### src/rtl/wbreg_bank.sv
// wbreg_bank - Wishbone-classic slave register bank.
//
// Provides NREGS read/write control registers with byte-lane write enables,
// a read-only status word, an interrupt pending (write-1-to-clear) / enable
// pair, programmable ack wait states and an error termination for unmapped
// word indices.
//
// Word map (w = wb_adr_i[AW-1:2]):
//   w <  NREGS      control register w (RW)
//   w == NREGS      status (RO, sampled from sts_i; writes acked and dropped)
//   w == NREGS+1    irq pending (read value, write-1-to-clear)
//   w == NREGS+2    irq enable (RW)
//   otherwise       error termination
//
// Ports:
//   wb_clk_i        clock
//   arst_i          asynchronous reset, active-low
//   wb_rst_i        synchronous reset, active-high
//   wb_adr_i        byte address, bits [1:0] ignored
//   wb_dat_i/o      write / read data (read data valid while wb_ack_o)
//   wb_sel_i        byte-lane select for writes
//   wb_we_i, wb_stb_i, wb_cyc_i   bus request
//   wb_ack_o        normal termination pulse
//   wb_err_o        error termination pulse
//   ctrl_o          control registers, reg k at [k*DW +: DW]
//   sts_i           status word
//   irq_ev_i        per-bit event pulses that set pending bits
//   irq_o           registered OR of (pending & enable)
//
// state    | meaning
// IDLE     | no transfer in progress, waiting for cyc&stb
// WAITING  | request seen, burning WAIT wait cycles
// RESP     | ack or err driven for one cycle, write commits at end

module wbreg_bank #(
  parameter int              NREGS   = 8,
  parameter int              DW      = 32,
  parameter int              AW      = 6,
  parameter int              WAIT    = 0,
  parameter logic [DW-1:0]   RST_VAL = '0
) (
  input  logic                wb_clk_i,
  input  logic                arst_i,
  input  logic                wb_rst_i,
  input  logic [AW-1:0]       wb_adr_i,
  input  logic [DW-1:0]       wb_dat_i,
  output logic [DW-1:0]       wb_dat_o,
  input  logic [DW/8-1:0]     wb_sel_i,
  input  logic                wb_we_i,
  input  logic                wb_stb_i,
  input  logic                wb_cyc_i,
  output logic                wb_ack_o,
  output logic                wb_err_o,
  output logic [NREGS*DW-1:0] ctrl_o,
  input  logic [DW-1:0]       sts_i,
  input  logic [DW-1:0]       irq_ev_i,
  output logic                irq_o
);

  localparam int              WI      = AW - 2;
  localparam int              NB      = DW / 8;
  localparam logic [WI-1:0]   IDX_STS = WI'(NREGS);
  localparam logic [WI-1:0]   IDX_PND = WI'(NREGS + 1);
  localparam logic [WI-1:0]   IDX_EN  = WI'(NREGS + 2);
  localparam logic [2:0]      WAIT_M1 = (WAIT > 0) ? 3'(WAIT - 1) : 3'd0;

  typedef enum logic [1:0] {
    ST_IDLE    = 2'd0,
    ST_WAITING = 2'd1,
    ST_RESP    = 2'd2
  } state_t;

  state_t              state_q, state_d;
  logic [2:0]          cnt_q, cnt_d;
  logic                enter_resp;

  logic                req;
  logic [WI-1:0]       word;
  logic                hit_ctrl, hit_sts, hit_pend, hit_en, mapped;
  logic [DW-1:0]       lane_mask;
  logic [DW-1:0]       rd_data;
  logic [DW-1:0]       w1c_mask;
  logic                wr_commit;

  logic [NREGS*DW-1:0] ctrl_q;
  logic [DW-1:0]       pend_q, en_q, dat_q;
  logic                ack_q, err_q, irq_q;

  // Byte-offset bits are not part of the word decode.
  logic [1:0]          unused_adr;
  assign unused_adr = wb_adr_i[1:0];

  assign req  = wb_cyc_i & wb_stb_i;
  assign word = wb_adr_i[AW-1:2];

  assign hit_ctrl = (word < IDX_STS);
  assign hit_sts  = (word == IDX_STS);
  assign hit_pend = (word == IDX_PND);
  assign hit_en   = (word == IDX_EN);
  assign mapped   = hit_ctrl | hit_sts | hit_pend | hit_en;

  always_comb begin
    lane_mask = '0;
    for (int b = 0; b < NB; b++) begin
      lane_mask[b*8 +: 8] = {8{wb_sel_i[b]}};
    end
  end

  always_comb begin
    rd_data = '0;
    if (hit_ctrl) begin
      for (int k = 0; k < NREGS; k++) begin
        if (word == WI'(k)) rd_data = ctrl_q[k*DW +: DW];
      end
    end else if (hit_sts) begin
      rd_data = sts_i;
    end else if (hit_pend) begin
      rd_data = pend_q;
    end else if (hit_en) begin
      rd_data = en_q;
    end
  end

  // ack_q is only set for mapped words, so it doubles as the "mapped"
  // qualifier for the commit in RESP.
  assign wr_commit = (state_q == ST_RESP) & ack_q & wb_we_i;
  assign w1c_mask  = (wr_commit & hit_pend) ? (wb_dat_i & lane_mask) : '0;

  always_ff @(posedge wb_clk_i or negedge arst_i) begin
    if (!arst_i) begin
      state_q <= ST_IDLE;
      cnt_q   <= 3'd0;
    end else if (wb_rst_i) begin
      state_q <= ST_IDLE;
      cnt_q   <= 3'd0;
    end else begin
      state_q <= state_d;
      cnt_q   <= cnt_d;
    end
  end

  always_comb begin
    state_d    = state_q;
    cnt_d      = cnt_q;
    enter_resp = 1'b0;
    case (state_q)
      ST_IDLE: begin
        if (req) begin
          if (WAIT == 0) begin
            state_d    = ST_RESP;
            enter_resp = 1'b1;
          end else begin
            state_d = ST_WAITING;
            cnt_d   = WAIT_M1;
          end
        end
      end
      ST_WAITING: begin
        // A master that withdraws mid-wait abandons the transfer silently.
        if (!req) begin
          state_d = ST_IDLE;
        end else if (cnt_q == 3'd0) begin
          state_d    = ST_RESP;
          enter_resp = 1'b1;
        end else begin
          cnt_d = cnt_q - 3'd1;
        end
      end
      ST_RESP: begin
        state_d = ST_IDLE;
      end
      default: begin
        state_d = ST_IDLE;
      end
    endcase
  end

  always_ff @(posedge wb_clk_i or negedge arst_i) begin
    if (!arst_i) begin
      ack_q  <= 1'b0;
      err_q  <= 1'b0;
      dat_q  <= '0;
      irq_q  <= 1'b0;
      ctrl_q <= {NREGS{RST_VAL}};
      pend_q <= '0;
      en_q   <= '0;
    end else if (wb_rst_i) begin
      ack_q  <= 1'b0;
      err_q  <= 1'b0;
      dat_q  <= '0;
      irq_q  <= 1'b0;
      ctrl_q <= {NREGS{RST_VAL}};
      pend_q <= '0;
      en_q   <= '0;
    end else begin
      ack_q <= enter_resp & mapped;
      err_q <= enter_resp & ~mapped;
      if (enter_resp) dat_q <= rd_data;
      // Events are OR-ed in after the clear so a coincident event wins.
      pend_q <= (pend_q & ~w1c_mask) | irq_ev_i;
      irq_q  <= |(pend_q & en_q);
      if (wr_commit && hit_en) begin
        en_q <= (en_q & ~lane_mask) | (wb_dat_i & lane_mask);
      end
      for (int k = 0; k < NREGS; k++) begin
        if (wr_commit && hit_ctrl && (word == WI'(k))) begin
          ctrl_q[k*DW +: DW] <= (ctrl_q[k*DW +: DW] & ~lane_mask) |
                                (wb_dat_i & lane_mask);
        end
      end
    end
  end

  assign wb_ack_o = ack_q;
  assign wb_err_o = err_q;
  assign wb_dat_o = dat_q;
  assign ctrl_o   = ctrl_q;
  assign irq_o    = irq_q;

endmodule

### config.mk
export PLATFORM = sky130hd
export DESIGN_NAME = wbreg_bank
export DESIGN_NICKNAME = d
export VERILOG_FILES = /design/src/rtl/wbreg_bank.sv
export SDC_FILE = /design/constraint.sdc
export NUM_CORES = 1
export LEC_CHECK = 0
export BUFFER_PORTS_ARGS = -buffer_cell sky130_fd_sc_hd__buf_2
export CAP_MARGIN = 10
export CORE_MARGIN = 2
export CORE_UTILIZATION = 58
export DETAILED_ROUTE_END_ITERATION = 7
export PLACE_DENSITY = 0.86
export SYNTH_ARGS = -nofsm -noshare
export SYNTH_HDL_FRONTEND = slang
export SYNTH_SLANG_ARGS = --single-unit
### constraint.sdc
create_clock -name wb_clk_i -period 3 [get_ports wb_clk_i]
set_input_delay 0.6 -clock wb_clk_i [delete_from_list [all_inputs] [get_ports wb_clk_i]]
set_output_delay 0.6 -clock wb_clk_i [all_outputs]
set_load 0.1 [all_outputs]
==> impl_results.md, run 1 <==
* Cells after Synth at 1584
* Status: finished clean
* Post-route ant nets at 0
* Design area at 0.0201 mm2
* Total gr overflow at 0
* Die area at 0.0299 mm2
* WL per Instance at 27.8 um
* Deepest clock path buffer count at 3
* Crit path max fanout at 16
* Input/output buffers at 400
* H-tree levels at 2
* GR Layer Usage met1 at 53.9%
* CP Launch Type: flip-flop
* Final wirelength at 65200 um
* FILL cells at 2105
* Detailed Place HPWL at 46800 um
* Initial core utilization at 59.2%
* CTS Buf Count at 39
* RD Place Congestion at 1.01
* CP max stage delay at 0.80 ns
* Mapped Nets at 1696
* Row cnt at 61
* Commonest cells after routing, fill and taps aside: 398 x buf_2, 356 x dfrtp_1, 222 x nand2_1, 175 x a22o_1, 149 x o21ai_0
* DR vias/cell at 6.97
* Met2 global-route usage at 68.4%
* Reg2Reg Setup Slack at 0.54 ns
* CP Capture Type: flip-flop
* Max-Cap Viols at 0
* Root Driver: clkbuf_16
* # Post-CTS Setup Buffers at 0
* Post-layout minimum cycle time at 2.46 ns
* Critical path destination: ctrl_o[7]
* Global-route met3 utilization at 10.3%
* Hold Fails Final Rpt at 0
* CP required at 3.46 ns
* PnR worst setup slack at 0.537 ns
* Post-cts resize count at 0
* Final setup viols at 0
* Dominant cell type by area after synthesis: dfrtp_1
* Layout cells sized above 1 at 29.1%
* Skew final at 0.0255 ns
* Relative slew slack at 22.7%
* Largest net degree at the start of global routing at 84
* CP Launch Point: wb_ack_o
* Pleak at 0.00985 uW
* CTS tree: done
* Pwr Total at 10500 uW
* Drt pass-1 iters at 6
* Synth-to-layout area growth at 21.8%
* Max Freq at 0.406 GHz
* Post-synth cell types at 44
* Synth Warn # at 0
* Initial antenna violation count at 0
* R2R Path End: ctrl_o[7]
* CTS clock-pin slew for the worst setup and hold paths at 0.06 ns
* Via Count at 16363
* FF/Latch Area at 0.00891 mm2
* Area of the mapped netlist at 0.0165 mm2
* Core box area at 0.0279 mm2
* Synth top area cells: dfrtp_1 54%, a22o_1 9.3%, nand2_1 5.0%, o21ai_0 4.5%, a21oi_1 3.2%
* Setup WS pre-CTS at 0.234 ns
* Area of the multi-input gates at 0.00700 mm2
* Total Routing Usage GR at 42.7%
* Vias in the first global route at 15778
* Setup TNS at 0 ns
* First-pass GRT wire length at 97600 um
* Area after DPL at 0.0189 mm2
* Maximum vdd ir drop at 429 uV
* Critical Path Slowest Stage Cell: and2_1
* Register area share after synthesis at 53.9%
* Cts hold-fix bufs at 0
* R2R depth at 4
* Die width at 173 um
* Reg2reg start: wb_ack_o
* Nets at 2054
* Pwr per Cell Area at 521 mW/mm2
* I/O pin total at 403
* Leading cell type in the layout, fill and taps excluded: buf_2
* Worst EP arrival at 2.93 ns
* Iteration-0 DRC Markers at 2701
* Busiest grt layer: met2
* Final Cycle Share at 82.1%
* Crit-path cells: nand3_1, nor2_1, and2_1, a22o_1
* DRC errors left at 0
* #FFs+latches synth at 356
* Worst-skew pair later-pin latency at 0.54 ns
* Die height at 173 um
* Hold/Removal Path Class: input pin to async pin
* CP Class: flip-flop to flip-flop
* Worst slew pin tran at 1.15 ns
* Max-slew violations at 0
* Clk sinks at 356
* Avg Inst Size Synth at 10.4 um2
* Top-area cell type share of the netlist area at 53.9%
* RSZ-0062 raised after global routing: no
worst min-delay path by stage:
stage	from	endpoint	slack, ns	cells past startpoint
2_1_floorplan	arst_i	ctrl_o[0]	0.30	0
4_1_cts	arst_i	ctrl_o[40]	0.08	1
5_1_grt	arst_i	ctrl_o[87]	0.12	1
6_report	arst_i	ctrl_o[43]	0.07	1
3_5_place_dp	wb_dat_o[24]	wb_dat_o[24]	0.48	1
3_3_place_gp	ctrl_o[241]	ctrl_o[241]	0.48	2
cell usage after synthesis, drive strengths merged:
library cell	count
mux2i	28
or3	1
a22o	175
or3b	4
mux4	4
a221oi	22
a22oi	70
nor3	12
o22ai	6
buf	71
o22a	1
mux2	29
a32o	25
o21ai	161
clkbuf	62
a21oi	105
o221ai	27
nor2	54
nand4	4
inv	9
a31oi	26
o211ai	26
dfrtp	356
nand2b	11
a222oi	4
a2111oi	5
nor4	1
and3	2
a221o	2
nor2b	13
or2	5
nand3	17
nand2	223
and2	23
cell type report:
type,instances,area share [%]
clock buffers,58,5.61
well taps,378,2.35
inverters,9,0.168
multi-input cells,1086,34.8
clock inverters,9,0.342
repair buffers,450,12.5
diodes,1,0.0124
flip-flops and latches,356,44.3
stage by stage:
step | util (%) | instances | hold WS [ns]
floorplan | - | 1584 | 0.304
global placement | 67.7 | 2278 | 0.478
detailed placement | 67.7 | 2278 | 0.481
CTS | 72.0 | 2345 | 0.0820
global route | 72.1 | 2346 | 0.115
finish | 72.1 | 2347 | 0.0657
critical path, delay by kind of cell (launching register included):
family / cells / cell delay [ns]
compound gates: 1 / 0.28
simple gates: 3 / 1.70
flops: 1 / 0.41
report_power, final:
| group | internal [uW] | leakage (uW) | switching (uW) |
|---|---|---|---|
| Sequential | 4850 | 0.00492 | 54.1 |
| Clock | 2610 | 0.000587 | 1980 |
| Combinational | 247 | 0.00434 | 753 |
| Total | 7700 | 0.00985 | 2780 |
routing by layer:
| layer | wire length, um | vias to the layer above |
|---|---|---|
| li1 | - | 6679 |
| met1 | 22100 | 7945 |
| met2 | 30300 | 1441 |
| met3 | 8400 | 298 |
| met4 | 4300 | 0 |
| met5 | 0 | - |
sequential cells by signal, indices dropped and copies added (netlist names):
| name | count |
|---|---|
| pend_q | 32 |
| state_q | 1 |
| irq_o | 1 |
| en_q | 32 |
| wb_dat_o | 32 |
| ctrl_o | 256 |
| wb_err_o | 1 |
| wb_ack_o | 1 |
logic make-up after synthesis:
kind of cell           after synthesis  synth area share (%)
buffers and inverters              142                  3.96
flip-flops                         356                  53.9
multiplexers                        61                  4.21
AND/OR/NAND/NOR                    370                  9.97
AO/OA/AOI/OAI                      655                  28.0
(Power assumes the default switching activity.)
==> inputs of run 2 (changes only) <==
Settings changed: CORE_UTILIZATION 58 to 49, PLACE_DENSITY 0.86 to 0.77.
Clock period 3 ns to 2.04 ns, I/O delays scaled along.
==> impl_results.md, run 2 (synthesis results as in run 1) <==
* Status: complete, but fails checks
* Failing checks: setup timing
* Hold Fails Final Rpt at 0
* Final setup viols at 1
* H-tree levels at 2
* CTS Buf Count at 39
* # Post-CTS Setup Buffers at 0
* R2R depth at 5
* Core box area at 0.0334 mm2
* Internal power at 12000 uW
* Synth-to-layout area growth at 29.3%
* Maximum vdd ir drop at 596 uV
* Worst slew pin tran at 0.942 ns
* Die height at 188 um
* Pleak at 0.0105 uW
* Logic gate share of total power at 10.0%
* Worst-skew pair later-pin latency at 0.53 ns
* CTS clock-pin slew for the worst setup and hold paths at 0.06 ns
* RSZ-0062 raised after global routing: yes
* Total gr overflow at 0
* CP Class: flip-flop to flip-flop
* Total Routing Usage GR at 37.1%
* DRC errors left at 0
* Die width at 188 um
* Crit-path cells: and3_1, and2_1, a21oi_1, nand2_1, o21ai_0
* Root Driver: clkbuf_16
* Sw Ratio at 25.2%
* Layout cells sized above 1 at 33.5%
* CP required at 2.47 ns
* Max Freq at 0.490 GHz
* Hold Path Depth at 3
* Switch Pwr at 4060 uW
* Crit path max fanout at 8
* Clk sinks at 356
* Die area at 0.0352 mm2
* Critical Path Slowest Stage Cell: a21oi_1
* Met2 wire length at 31700 um
* CP max stage delay at 0.76 ns
* Hold/Removal Path Class: input pin to flip-flop
* Metal-1 WL at 23900 um
* Diodes inserted at 0
* Clk pwr share at 45.1%
* Largest register FFs at 256
* Nets at 2168
* Vias in the first global route at 15870
* Via Count at 16509
* Final wirelength at 66900 um
* Iteration-0 DRC Markers at 2248
* Initial antenna violation count at 1
* Worst EP arrival at 2.47 ns
* Highest metal used: met4
* First-pass GRT wire length at 99100 um
* Leading cell type in the layout, fill and taps excluded: buf_2
* Drt pass-1 iters at 6
* Metal3 WL at 7390 um
* CP Capture Type: flip-flop
* DR vias/cell at 6.53
* Setup WS pre-CTS at -0.248 ns
* Initial core utilization at 49.6%
* Pwr Total at 16100 uW
* Final Cycle Share at 100%
* CTS tree: done
* Skew final at 0.0101 ns
* Post-route ant nets at 0
* Relative slew slack at 37.2%
* Post-layout minimum cycle time at 2.04 ns
* Seq pwr share at 44.8%
* Deepest clock path buffer count at 3
* Input/output buffers at 400
* I/O pin total at 403
* CP Launch Type: flip-flop
* Detailed Place HPWL at 50000 um
* Pwr per Cell Area at 753 mW/mm2
* Largest net degree at the start of global routing at 59
* PnR worst setup slack at -0.000652 ns
* Commonest cells after routing, fill and taps aside: 398 x buf_2, 355 x dfrtp_1, 222 x nand2_1, 175 x a22o_1, 149 x o21ai_0
* Fin Hold WS at 0.0983 ns
* Max-slew violations at 0
* Row cnt at 67
* WL per Instance at 26.4 um
* Setup TNS at -0.000652 ns
* RD Place Congestion at 0.985
* Max-Cap Viols at 0
run 2: cell types whose count changed in the layout (fill, tap and decap cells not counted), sizes merged:
cell,delta
buf,+113
bufinv,+4
clkbuf,-4
clkinv,+2
clkinvlp,-1
diode,-1
dlygate4sd3,+1
inv,-1
run 2: through the flow:
stage	area, um2	util [%]	instances
final	21400	64.1	2530
after global routing	21400	64.1	2530
after CTS	21400	64.0	2530
after detailed placement	20000	60.1	2462
after global placement	20000	60.1	2462
after floorplan	16500	-	1584
run 2: layer usage:
metal / global-route usage (%) / vias to the layer above
met5: 0 / -
met2: 61.1 / 1194
met4: 18.4 / 0
met3: 7.75 / 229
li1: - / 6923
met1: 46.8 / 8163
run 2: area by class of cell:
cell class / instances / area (um2)
clock inverter: 13 / 173
tap: 448 / 561
inverter: 9 / 33.8
multi-input combinational: 1086 / 7020
clock buffer: 54 / 1140
fill: 2694 / 12000
sequential: 356 / 8910
timing repair buffer: 564 / 3550
run 2: path summary, 6_finish.rpt:
kind | startpoint | end | slack (ns)
setup / recovery | state_q[1] | ctrl_o[191] | -0.0007
hold / removal | irq_ev_i[7] | pend_q[7] | 0.1
setup reg to reg | state_q[1] | ctrl_o[191] | -0.0007
hold reg to reg | wb_dat_o[1] | wb_dat_o[1] | 0.51
max in group asynchronous | arst_i | ctrl_o[216] | 0.78
min in group asynchronous | arst_i | ctrl_o[97] | 0.42
run 2: worst max-delay path, delay by kind of cell (launching register included):
kind,cells,cell delay (ns)
and+or+nand+nor,3,0.68
AOI/OAI and AO/OA,2,0.88
DFF,1,0.40
run 2: power groups by stage:
stage | Clock, uW | Combinational (uW) | Sequential (uW)
2_1_floorplan | 0 | 630 | 7470
3_3_place_gp | 0 | 1550 | 7330
3_5_place_dp | 0 | 1580 | 7330
4_1_cts | 7270 | 1590 | 7210
5_1_grt | 7600 | 1710 | 7210
6_report | 7260 | 1620 | 7210
run 2: what timing repair did:
| item | 4_1_cts | 5_1_grt |
|---|---|---|
| resized for setup | 0 | 5 |
| endpoints found under the setup margin | 0 | 30 |
| hold buffers | 1 | 0 |
| hold endpoints to repair | 46 | 0 |
==> inputs of run 3 (changes only) <==
Settings changed: SETUP_SLACK_MARGIN set to 0.1.
==> impl_results.md, run 3 (synthesis results as in run 1) <==
* R2R depth at 5
* Busiest grt layer: met2
* Input/output buffers at 400
* Clk sinks at 356
* Commonest cells after routing, fill and taps aside: 398 x buf_2, 351 x dfrtp_1, 222 x nand2_1, 175 x a22o_1, 149 x o21ai_0
* PnR worst setup slack at -0.0369 ns
* Total Routing Usage GR at 37.7%
* First-pass GRT wire length at 101000 um
* CP Launch Type: flip-flop
* Max-slew violations at 0
* CP required at 2.49 ns
* Largest net degree at the start of global routing at 70
* I/O pin total at 403
* Maximum vdd ir drop at 585 uV
* Core box area at 0.0334 mm2
* Final Cycle Share at 102%
* CTS Buf Count at 39
* Pwr Total at 16000 uW
* Crit path max fanout at 9
* Seq pwr share at 45.0%
* RD Place Congestion at 0.969
* Global-route met3 utilization at 9.34%
* Fin Hold WS at 0.0932 ns
* Largest register FFs at 256
* Hold Fails Final Rpt at 0
* DR vias/cell at 6.59
* Switch Pwr at 4130 uW
* Row cnt at 67
* Sw Ratio at 25.8%
* RSZ-0062 raised after global routing: yes
* Total gr overflow at 0
* Synth-to-layout area growth at 28.9%
* Worst slew pin tran at 0.839 ns
* Vias in the first global route at 15997
* Worst EP arrival at 2.52 ns
* Met2 global-route usage at 60.8%
* DRC errors left at 0
* Pwr per Cell Area at 751 mW/mm2
* Post-layout minimum cycle time at 2.08 ns
* Layout cells sized above 1 at 33.6%
* Die area at 0.0352 mm2
* Internal power at 11900 uW
* Max-Cap Viols at 0
* Finished Core Util at 63.9%
* Skew final at 0.0176 ns
* CTS tree: done
* Die height at 188 um
* Die width at 188 um
* Hold/Removal Path Class: input pin to flip-flop
* Final setup viols at 15
* Setup TNS at -0.241 ns
* Final wirelength at 67900 um
* Failing checks: setup timing
* Worst-skew pair later-pin latency at 0.53 ns
* GR Layer Usage met1 at 47.0%
* Post-route ant nets at 0
* Clk pwr share at 44.9%
* Logic gate share of total power at 10.0%
* WL per Instance at 26.9 um
* Leading cell type in the layout, fill and taps excluded: buf_2
* Drt pass-1 iters at 6
* Via Count at 16592
* CTS clock-pin slew for the worst setup and hold paths at 0.06 ns
* Status: complete, but fails checks
* Detailed Place HPWL at 50200 um
* Pleak at 0.0104 uW
* Max Freq at 0.481 GHz
* CP Class: flip-flop to flip-flop
* Nets at 2152
* Design area at 0.0213 mm2
* Area after DPL at 0.0199 mm2
* Initial antenna violation count at 2
* Root Driver: clkbuf_16
* Relative slew slack at 44.1%
* CP Capture Type: flip-flop
* H-tree levels at 2
* Deepest clock path buffer count at 3
* # Post-CTS Setup Buffers at 0
* Iteration-0 DRC Markers at 2090
* Hold Path Depth at 3
* Initial core utilization at 49.6%
## run 3: cell type report
class	instances	area, um2
timing repair buffer	548	3430
sequential	356	8920
fill	2849	12100
clock inverter	13	155
multi-input combinational	1086	7060
inverter	9	33.8
clock buffer	57	1150
tap	448	561
antenna	2	5.00
## run 3: worst paths after layout
| kind | start | to | slack [ns] |
|---|---|---|---|
| worst max-delay path | wb_ack_o | ctrl_o[80] | -0.04 |
| worst min-delay path | irq_ev_i[29] | pend_q[29] | 0.09 |
| worst max register to register | wb_ack_o | ctrl_o[80] | -0.04 |
| worst min register to register | ctrl_o[81] | ctrl_o[81] | 0.50 |
| max in group asynchronous | arst_i | pend_q[24] | 0.81 |
| min in group asynchronous | arst_i | ctrl_o[69] | 0.37 |
## run 3: timing repair
action / CTS / global route
endpoints found under the hold margin: 33 / 0
endpoints found under the setup margin: 111 / 65
hold buffers: 1 / 0
resized for setup: 12 / 5
## run 3: stage by stage
step                      setup WS [ns]  cells
after floorplan                   0.125   1584
after CTS                        0.0144   2517
final                           -0.0369   2519
after global placement           -0.154   2446
after global routing             -0.154   2518
after detailed placement         -0.220   2446
## run 3: power by group through the flow
stage	logic [uW]	clock network (uW)	registers [uW]
floorplan	630	0	7470
global placement	1540	0	7330
detailed placement	1560	0	7330
CTS	1570	7190	7210
global route	1700	7510	7210
finish	1610	7190	7210
## run 3: layer usage
layer	up-vias	share of wire (%)
met1	8182	35
met3	247	12
met5	-	0.016
met2	1271	47
met4	2	5.9
li1	6890	-
## run 3: critical path, cell delays in order, from the launching register on
cell and delay [ns]:
dfrtp_4 0.48, and3_1 0.23, and2_1 0.33, a21oi_1 0.71, nand2_1 0.13, o21ai_0 0.10
